==> src/rtl/packet_flit_encoder_pkg.sv <==
// Shared types for the packet flit encoder: flit type codes, id widths,
// head-field struct, FSM state encoding and the head checksum helper.
// Optional feature macro: HEAD_FLIT_CHECKSUM_EN (head checksum = XOR of fields).
package packet_flit_encoder_pkg;

    localparam int NODE_ID_WIDTH  = 8;
    localparam int PKT_ID_WIDTH   = 8;
    localparam int CHECKSUM_WIDTH = 8;
    localparam int TYPE_WIDTH     = 2;

    typedef enum logic [1:0] {
        FLIT_HEAD = 2'b00,
        FLIT_BODY = 2'b01,
        FLIT_TAIL = 2'b10,
        FLIT_NOPE = 2'b11
    } flit_type_t;

    typedef logic [NODE_ID_WIDTH-1:0] node_id_t;
    typedef logic [PKT_ID_WIDTH-1:0]  pkt_id_t;

    // Descriptor fields carried in the head flit, MSB-first order.
    typedef struct packed {
        node_id_t src;
        node_id_t dst;
        pkt_id_t  id;
    } head_fields_t;

    typedef enum logic [1:0] {
        ST_IDLE    = 2'b00,
        ST_PAYLOAD = 2'b01,
        ST_DRAIN   = 2'b10
    } enc_state_t;

`ifdef HEAD_FLIT_CHECKSUM_EN
    // 8-bit XOR over the head fields and the zero-extended flit count.
    function automatic logic [CHECKSUM_WIDTH-1:0] head_checksum(
        input head_fields_t             fields,
        input logic [CHECKSUM_WIDTH-1:0] num
    );
        return fields.src ^ fields.dst ^ fields.id ^ num;
    endfunction
`endif

endpackage

==> src/rtl/packet_flit_encoder_head.sv <==
// encode_head_flit_comb: combinational packer turning descriptor fields into
// a head flit; exact inverse of the router's head-flit decoder.
// Optional feature macro: HEAD_FLIT_CHECKSUM_EN (otherwise checksum is 8'h00).
module encode_head_flit_comb
    import packet_flit_encoder_pkg::*;
#(
    parameter int FLIT_WIDTH     = 64,
    parameter int FLIT_NUM_WIDTH = 4
) (
    input  head_fields_t              fields,
    input  logic [FLIT_NUM_WIDTH-1:0] flit_num,
    output logic [FLIT_WIDTH-1:0]     flit
);

    localparam int PAD_WIDTH = FLIT_WIDTH - TYPE_WIDTH - NODE_ID_WIDTH
                               - NODE_ID_WIDTH - PKT_ID_WIDTH
                               - FLIT_NUM_WIDTH - CHECKSUM_WIDTH;

    logic [CHECKSUM_WIDTH-1:0] checksum_s;

`ifdef HEAD_FLIT_CHECKSUM_EN
    // Checksum over the fields with the flit count zero-extended to 8 bits.
    always_comb begin
        checksum_s = head_checksum(fields, CHECKSUM_WIDTH'(flit_num));
    end
`else
    // Checksum field reserved as zero when the feature is disabled.
    always_comb begin
        checksum_s = 8'h00;
    end
`endif

    // Pack type, src, dst, id, count and checksum MSB-first; zero the rest.
    always_comb begin
        flit = {FLIT_HEAD, fields.src, fields.dst, fields.id, flit_num,
                checksum_s, {PAD_WIDTH{1'b0}}};
    end

endmodule

==> src/rtl/packet_flit_encoder.sv <==
// packet_flit_encoder: serializes one descriptor plus payload words into a
// HEAD flit, BODY flits and a final TAIL flit on a valid/ready flit port.
// Optional feature macro: HEAD_FLIT_CHECKSUM_EN (head checksum field).
module packet_flit_encoder
    import packet_flit_encoder_pkg::*;
#(
    parameter int FLIT_WIDTH     = 64,
    parameter int FLIT_NUM_WIDTH = 4
) (
    input  logic                                   clk,
    input  logic                                   rst_n,
    input  logic                                   pkt_valid,
    output logic                                   pkt_ready,
    input  logic [7:0]                             pkt_src,
    input  logic [7:0]                             pkt_dst,
    input  logic [7:0]                             pkt_id,
    input  logic [FLIT_NUM_WIDTH-1:0]              pkt_len,
    input  logic                                   pay_valid,
    output logic                                   pay_ready,
    input  logic [FLIT_WIDTH-2-FLIT_NUM_WIDTH-1:0] pay_data,
    output logic [FLIT_WIDTH-1:0]                  flit_out,
    output logic                                   flit_valid,
    input  logic                                   flit_ready
);

    localparam int PAYLOAD_WIDTH = FLIT_WIDTH - 2 - FLIT_NUM_WIDTH;
    localparam logic [FLIT_NUM_WIDTH-1:0] IDX_ZERO = {FLIT_NUM_WIDTH{1'b0}};
    localparam logic [FLIT_NUM_WIDTH-1:0] IDX_ONE  =
        {{(FLIT_NUM_WIDTH-1){1'b0}}, 1'b1};

    enc_state_t                state_r;
    logic [FLIT_NUM_WIDTH-1:0] idx_r;
    logic [FLIT_NUM_WIDTH-1:0] len_r;
    logic [FLIT_WIDTH-1:0]     flit_out_r;
    logic                      flit_valid_r;
    logic                      pkt_ready_r;

    head_fields_t              head_fields_s;
    logic [FLIT_WIDTH-1:0]     head_flit_s;
    logic                      out_free_s;
    logic                      len_zero_s;
    logic                      last_s;
    logic                      pay_ready_s;

    // Gather descriptor inputs into the head-field struct.
    always_comb begin
        head_fields_s.src = pkt_src;
        head_fields_s.dst = pkt_dst;
        head_fields_s.id  = pkt_id;
    end

    encode_head_flit_comb #(
        .FLIT_WIDTH     (FLIT_WIDTH),
        .FLIT_NUM_WIDTH (FLIT_NUM_WIDTH)
    ) u_head (
        .fields   (head_fields_s),
        .flit_num (pkt_len),
        .flit     (head_flit_s)
    );

    // Output-register availability and payload handshake; combinational in
    // flit_ready so back-to-back flits have no bubble. A zero-length packet
    // never consumes payload.
    always_comb begin
        out_free_s  = !flit_valid_r || flit_ready;
        len_zero_s  = (len_r == IDX_ZERO);
        last_s      = (idx_r == (len_r - IDX_ONE));
        if (state_r == ST_PAYLOAD) begin
            pay_ready_s = out_free_s && !len_zero_s;
        end else begin
            pay_ready_s = 1'b0;
        end
    end

    // Packet FSM with index counter and registered flit output.
    always_ff @(posedge clk or negedge rst_n) begin
        if (!rst_n) begin
            state_r      <= ST_IDLE;
            idx_r        <= IDX_ZERO;
            len_r        <= IDX_ZERO;
            flit_out_r   <= {FLIT_WIDTH{1'b0}};
            flit_valid_r <= 1'b0;
            pkt_ready_r  <= 1'b1;
        end else begin
            case (state_r)
                ST_IDLE: begin
                    if (pkt_valid) begin
                        len_r        <= pkt_len;
                        idx_r        <= IDX_ZERO;
                        flit_out_r   <= head_flit_s;
                        flit_valid_r <= 1'b1;
                        pkt_ready_r  <= 1'b0;
                        state_r      <= ST_PAYLOAD;
                    end else begin
                        flit_valid_r <= 1'b0;
                        pkt_ready_r  <= 1'b1;
                    end
                end
                ST_PAYLOAD: begin
                    if (out_free_s) begin
                        if (len_zero_s) begin
                            flit_out_r   <= {FLIT_TAIL, IDX_ZERO,
                                             {PAYLOAD_WIDTH{1'b0}}};
                            flit_valid_r <= 1'b1;
                            state_r      <= ST_DRAIN;
                        end else if (pay_valid) begin
                            flit_valid_r <= 1'b1;
                            if (last_s) begin
                                flit_out_r <= {FLIT_TAIL, idx_r, pay_data};
                                state_r    <= ST_DRAIN;
                            end else begin
                                flit_out_r <= {FLIT_BODY, idx_r, pay_data};
                                idx_r      <= idx_r + IDX_ONE;
                            end
                        end else begin
                            flit_valid_r <= 1'b0;
                        end
                    end else begin
                        flit_valid_r <= flit_valid_r;
                    end
                end
                ST_DRAIN: begin
                    if (flit_valid_r && flit_ready) begin
                        flit_valid_r <= 1'b0;
                        idx_r        <= IDX_ZERO;
                        pkt_ready_r  <= 1'b1;
                        state_r      <= ST_IDLE;
                    end else begin
                        flit_valid_r <= flit_valid_r;
                    end
                end
                default: begin
                    state_r      <= ST_IDLE;
                    idx_r        <= IDX_ZERO;
                    flit_valid_r <= 1'b0;
                    pkt_ready_r  <= 1'b1;
                end
            endcase
        end
    end

    assign flit_out   = flit_out_r;
    assign flit_valid = flit_valid_r;
    assign pkt_ready  = pkt_ready_r;
    assign pay_ready  = pay_ready_s;

endmodule

==> config.mk <==
export PLATFORM = sky130hd
export DESIGN_NAME = packet_flit_encoder
export DESIGN_NICKNAME = d
export VERILOG_FILES = /design/src/rtl/packet_flit_encoder_pkg.sv /design/src/rtl/packet_flit_encoder_head.sv /design/src/rtl/packet_flit_encoder.sv
export SDC_FILE = /design/constraint.sdc
export NUM_CORES = 1
export LEC_CHECK = 0
export ABC_AREA = 1
export CELL_PAD_IN_SITES_DETAIL_PLACEMENT = 1
export CELL_PAD_IN_SITES_GLOBAL_PLACEMENT = 2
export CORE_ASPECT_RATIO = 0.75
export CORE_MARGIN = 2
export CORE_UTILIZATION = 25
export CTS_BUF_LIST = sky130_fd_sc_hd__clkbuf_16
export DETAILED_ROUTE_END_ITERATION = 8
export PLACE_DENSITY_LB_ADDON = 0.3
export SLEW_MARGIN = 5
export SYNTH_ARGS = -nofsm -noshare
export SYNTH_HDL_FRONTEND = slang
export SYNTH_SLANG_ARGS = --single-unit
==> constraint.sdc <==
create_clock -name clk -period 2.6 [get_ports clk]
set_clock_uncertainty 0.15 [all_clocks]
set_input_delay 0.39 -clock clk [delete_from_list [all_inputs] [get_ports clk]]
set_output_delay 0.39 -clock clk [all_outputs]
set_load 0.02 [all_outputs]
==> impl_metrics.toml, run 1 <==
[clock_tree]
clock_sinks = 76
max-clock-path-buffers = 2
clkTransAtPathRegs_ps = 60
clk-insertion-delay-late_ps = 330
cts_tree = "done"
htree_levels = 3
ctsRootBufferMaster = "clkbuf_16"
cts_buffers = 9

[status]
status = "finished clean"

[timing]
hold-worst-slack_ps = 323
worst_pin_slew_ps = 501
slew_headroom = 0.666
period_needed_ps = 2400
post-route-period-util = 0.922
setup_tns_ps = 0
hold_viol_final = 0
rsz0062_at_grt = "false"
max_clock_freq_mhz = 417
slew_violations = 0
setup_viol = 0

[synthesis]
yosys-top-cells-area = "dfrtp_1 52%, nand2_1 21%, a22o_1 5.1%"
async_flop_share = 1.00
synth_compound_area_frac = 0.0773
synth_top_area_cell = "dfrtp_1"
yosysUniqueCellTypes = 24
syn_avg_cell_area_um2 = 8.45
synthSimpleGateAreaFrac = 0.311
syn_inst = 431
synth-xor-area-share = 0.00481
yosys_warnings = 0
syn-num-nets = 525
synth-adder-area-share = 0.0103
ys_ff_latch = 76
muxShareOfSynthArea = 0
netlist_area_um2 = 3640
synth_top_family_by_area = "simple AND/OR/NAND/NOR gates"
synth_edf_count = 0
ys_seq_area_frac = 0.523
synth_ff_type = "dfrtp_1"
synth_top_cell_area_share = 0.515

[finish]
area_delta_synth_final_pct = 56.9
regArea_um2 = 1900
diodes = 0
layout.cells.non_filler = 790
stdcell_area_um2 = 5710
drive_gt1_frac = 0.0729
nFillCells = 1693
fin_nets = 680
multi_input_area_um2 = 1470

[power_and_ir_drop]
power_frac_clock = 0.203
combPwrFrac = 0.531
p_seq_frac = 0.266
vdd_drop_max_mv = 0.502
power.internal_uw = 4250
total_power_uw = 7390
power_leakage_uw = 0.00277
swShare = 0.426
p_per_area_nw_per_um2 = 1290
p_sw_uw = 3150

[setup_path]
path_class = "flop to primary output"
cp_max_fo = 5
start_kind = "flop"
crit_arrival_ps = 1860
worst_setup_path_end_kind = "primary output"
cp.required_ps = 2060

[route]
drtPass1Iterations = 4
wl_um = 12000
ant_nets = 0
drc = 0
num_vias = 3446
viasPerCell = 4.36
post_drt_wl_per_cell_um = 15.2
drt_iter0_markers = 129

[die]
initial_core_util = 0.254
io_pins = 158
die_area_um2 = 15600
die_h_um = 109
core_um2 = 14400
rows = 38
die_w_um = 143

[placement]
post-dp-hpwl_um = 8570
gp_congestion = 0.710
post_dp_cell_area_um2 = 5350
io_buffer_count = 157
dp_cells = 774

[global_route]
grt-ovfl-total = 0
antenna_found_initial = 0
grt_pass1_wl_um = 18800
track_usage = 0.155
grt_pass1_vias = 3563
grt_max_degree = 44

[worst_hold_path]
min_path_type = "flop to flop"

[run]
maxCapViolations = 0
worst max-delay path: stages (launching register included):
cell	delay, ps
dfrtp_1	400
inv_1	120
ha_1	220
nand3_1	100
nand2_1	170
a21oi_1	170
dlygate4sd2_1	350
path summary, 6_finish.rpt:
path | start | to | slack (ps) | cells after the start
max | len_r[0] | pay_ready | 200 | 6
min | flit_out[34] | flit_out[34] | 320 | 2
max reg2reg | len_r[0] | state_r[0] | 540 | 8
min reg2reg | flit_out[34] | flit_out[34] | 320 | 2
max in group asynchronous | rst_n | pkt_ready | 1220 | 3
min in group asynchronous | rst_n | len_r[3] | 410 | 2
cells by family after synthesis:
group,Yosys count
AND/OR/NAND/NOR,267
buffers and inverters,43
flip-flops,76
XOR/XNOR,2
adder cells (fa/ha/maj),3
AO/OA/AOI/OAI,40
synthesized netlist by cell type, types with 2 or more instances:
cell type,number
nand2_1,202
inv_1,16
nor2_2,3
nor2_1,14
dfrtp_1,75
clkbuf_1,3
buf_4,2
buf_6,11
o21ai_0,14
buf_2,5
nand3_1,32
inv_2,4
ha_1,3
a21oi_1,4
nand4_1,5
nand3_2,10
a22o_1,21
cell type report:
cell class              count  share of cell area
flip-flops and latches     76               0.333
repair buffers            167               0.290
multi-input cells         312               0.258
well taps                 200              0.0438
clock buffers               9              0.0394
clock inverters             6              0.0226
inverters                  20              0.0131
state kept, by name (all words and copies together) (netlist names):
signal,count
flit_valid,1
len_r,4
flit_out,64
state_r,2
idx_r,4
pkt_ready,1
layer usage:
layer	global-route usage	up-vias	wire length (um)
li1	-	1685	-
met1	0.218	1646	5950
met2	0.240	108	5130
met3	0.0474	7	870
met4	0.0273	0	59
met5	0	-	0
power by group through the flow:
| stage | logic, uW | clock network [uW] | registers (uW) |
|---|---|---|---|
| 6_report | 3930 | 1500 | 1970 |
| 5_1_grt | 4350 | 1600 | 2040 |
| 4_1_cts | 4010 | 1550 | 1980 |
| 3_5_place_dp | 3990 | 0 | 1990 |
| 3_3_place_gp | 3950 | 0 | 1970 |
| 2_1_floorplan | 2080 | 0 | 2450 |
layout by cell type, fill, tap and decap left out, drive strengths merged:
master         count
dfstp              1
dlygate4sd2        1
nand2            202
a22o              21
nand4              5
a21o               1
o21ai             14
buf               10
dlygate4sd3        1
bufinv             4
clkinv             1
nand3             42
xnor2              1
inv               21
clkdlybuf4s50    155
ha                 3
clkbuf             9
dfrtp             75
a21oi              4
nor2              18
xor2               1
repair_timing:
action,4_1_cts,5_1_grt
buffers inserted,0,0
endpoints found under the hold margin,33,0
resized for setup,1,0
setup endpoints to repair,1,0
hold buffers,1,0
through the flow:
| step | util | setup slack (ps) |
|---|---|---|
| after floorplan | - | 865 |
| after CTS | 0.398 | 195 |
| after global routing | 0.398 | 82.2 |
| after global placement | 0.373 | 341 |
| final | 0.398 | 203 |
| after detailed placement | 0.373 | 290 |
No activity file was read; power rests on OpenSTA's default activity.
==> run 2: changes to the inputs <==
--- a/config.mk
+++ b/config.mk
@@ -14,6 +14,7 @@
 export CTS_BUF_LIST = sky130_fd_sc_hd__clkbuf_16
 export DETAILED_ROUTE_END_ITERATION = 8
 export PLACE_DENSITY_LB_ADDON = 0.3
+export SETUP_SLACK_MARGIN = 0.15
 export SLEW_MARGIN = 5
 export SYNTH_ARGS = -nofsm -noshare
 export SYNTH_HDL_FRONTEND = slang
==> impl_metrics.toml, run 2 (synthesized netlist as in run 1, its figures left out) <==
[placement]
io_buffer_count = 157
post-dp-hpwl_um = 8570
gp_congestion = 0.710

[run]
maxCapViolations = 0

[clock_tree]
clk-insertion-delay-late_ps = 330
ctsRootBufferMaster = "clkbuf_16"
cts_buffers = 9
max-clock-path-buffers = 2
cts_tree = "done"
clock_sinks = 76
clkTransAtPathRegs_ps = 60
htree_levels = 3

[finish]
drive_gt1_frac = 0.0746
fin_nets = 680
post-route-util = 0.398
area_delta_synth_final_pct = 56.8
mostFrequentLayoutCells = "202 x nand2_1, 155 x clkdlybuf4s50_1, 75 x dfrtp_1, 32 x nand3_1, 21 x a22o_1"
diodes = 0
largest_reg_flops = 64
mostFrequentLayoutCell = "nand2_1"
nFillCells = 1692

[die]
die_w_um = 143
initial_core_util = 0.254
die_area_um2 = 15600
die_h_um = 109
core_um2 = 14400
io_pins = 158
rows = 38

[power_and_ir_drop]
power_leakage_uw = 0.00276
vdd_drop_max_mv = 0.502
p_per_area_nw_per_um2 = 1290

[global_route]
track_usage = 0.155
grt_pass1_vias = 3563
grt_pass1_wl_um = 18800
grt-ovfl-total = 0
antenna_found_initial = 0
grt_max_degree = 44

[timing]
post-route-period-util = 0.863
slew_violations = 0
setup_viol = 0
rsz0062_at_grt = "false"
worst_pin_slew_ps = 501
hold_viol_final = 0
setup_tns_ps = 0
period_needed_ps = 2240
slew_headroom = 0.666
max_clock_freq_mhz = 445

[route]
num_vias = 3448
viasPerCell = 4.36
drtPass1Iterations = 4
wl_um = 12000
drt_iter0_markers = 129
drc = 0
post_drt_wl_per_cell_um = 15.2
ant_nets = 0

[setup_path]
cp.required_ps = 2060
worstReg2RegEnd = "state_r[0]"
crit-reg2reg-launch = "len_r[0]"
cp_max_fo = 5
start_kind = "flop"
path_class = "flop to primary output"
worst_setup_path_end_kind = "primary output"
worst_r2r_path_depth = 8
r2r_slack_ps = 540
crit_arrival_ps = 1700

[worst_hold_path]
hold_end = "flit_out[34]"
min_path_type = "flop to flop"
hp-start = "flit_out[34]"
min_path_cells = 2

[status]
status = "finished clean"
[run 2: cell types whose count changed in the layout (fill, tap and decap cells not counted)]
cell	change
dlygate4sd2_1	-1
clkbuf_2	+1
[run 2: layer usage]
metal	track usage	wire length, um	up-vias
li1	-	-	1685
met1	0.218	5930	1646
met2	0.240	5130	110
met3	0.0474	891	7
met4	0.0273	59	0
met5	0	0	-
[run 2: what timing repair did]
action / 4_1_cts / 5_1_grt
setup endpoints to repair: 1 / 1
setup buffers: 0 / 0
gates resized for setup: 1 / 2
endpoints found under the hold margin: 33 / 0
hold buffers: 1 / 0
[run 2: worst max-delay path by stage]
stage,startpoint,endpoint,depth (start not counted)
finish,len_r[0],pay_ready,6
global route,len_r[0],pay_ready,6
CTS,len_r[0],pay_ready,6
detailed placement,len_r[0],pay_ready,6
global placement,len_r[0],pay_ready,6
floorplan,len_r[0],pay_ready,5
[run 2: worst max-delay path, cell delays in order, from the launching register on]
cell and delay [ps]:
dfrtp_1 400, inv_1 120, ha_1 220, nand3_1 100, nand2_1 170, a21oi_1 180
clkbuf_2 190
[run 2: power breakdown]
group / switching [uW] / total, uW / internal (uW)
clock: 475 / 1500 / 1020
combinational: 2380 / 3920 / 1540
sequential: 290 / 1970 / 1680
[run 2: through the flow]
stage	worst slack, ps	hold slack [ps]	cells	instance area, um2	total power [uW]
CTS	195	331	790	5710	7540
detailed placement	290	252	774	5350	5980
global placement	341	247	774	5350	5930
finish	355	323	790	5710	7390
floorplan	865	-55.6	431	3640	4520
global route	244	350	790	5710	7990
[run 2: layout make-up]
cell class / instances / area (um2) / area share
clock inverters: 6 / 129 / 0.0226
well taps: 200 / 250 / 0.0438
inverters: 20 / 75.1 / 0.0131
multi-input cells: 312 / 1470 / 0.258
flip-flops and latches: 76 / 1900 / 0.333
repair buffers: 167 / 1650 / 0.290
clock buffers: 9 / 225 / 0.0394
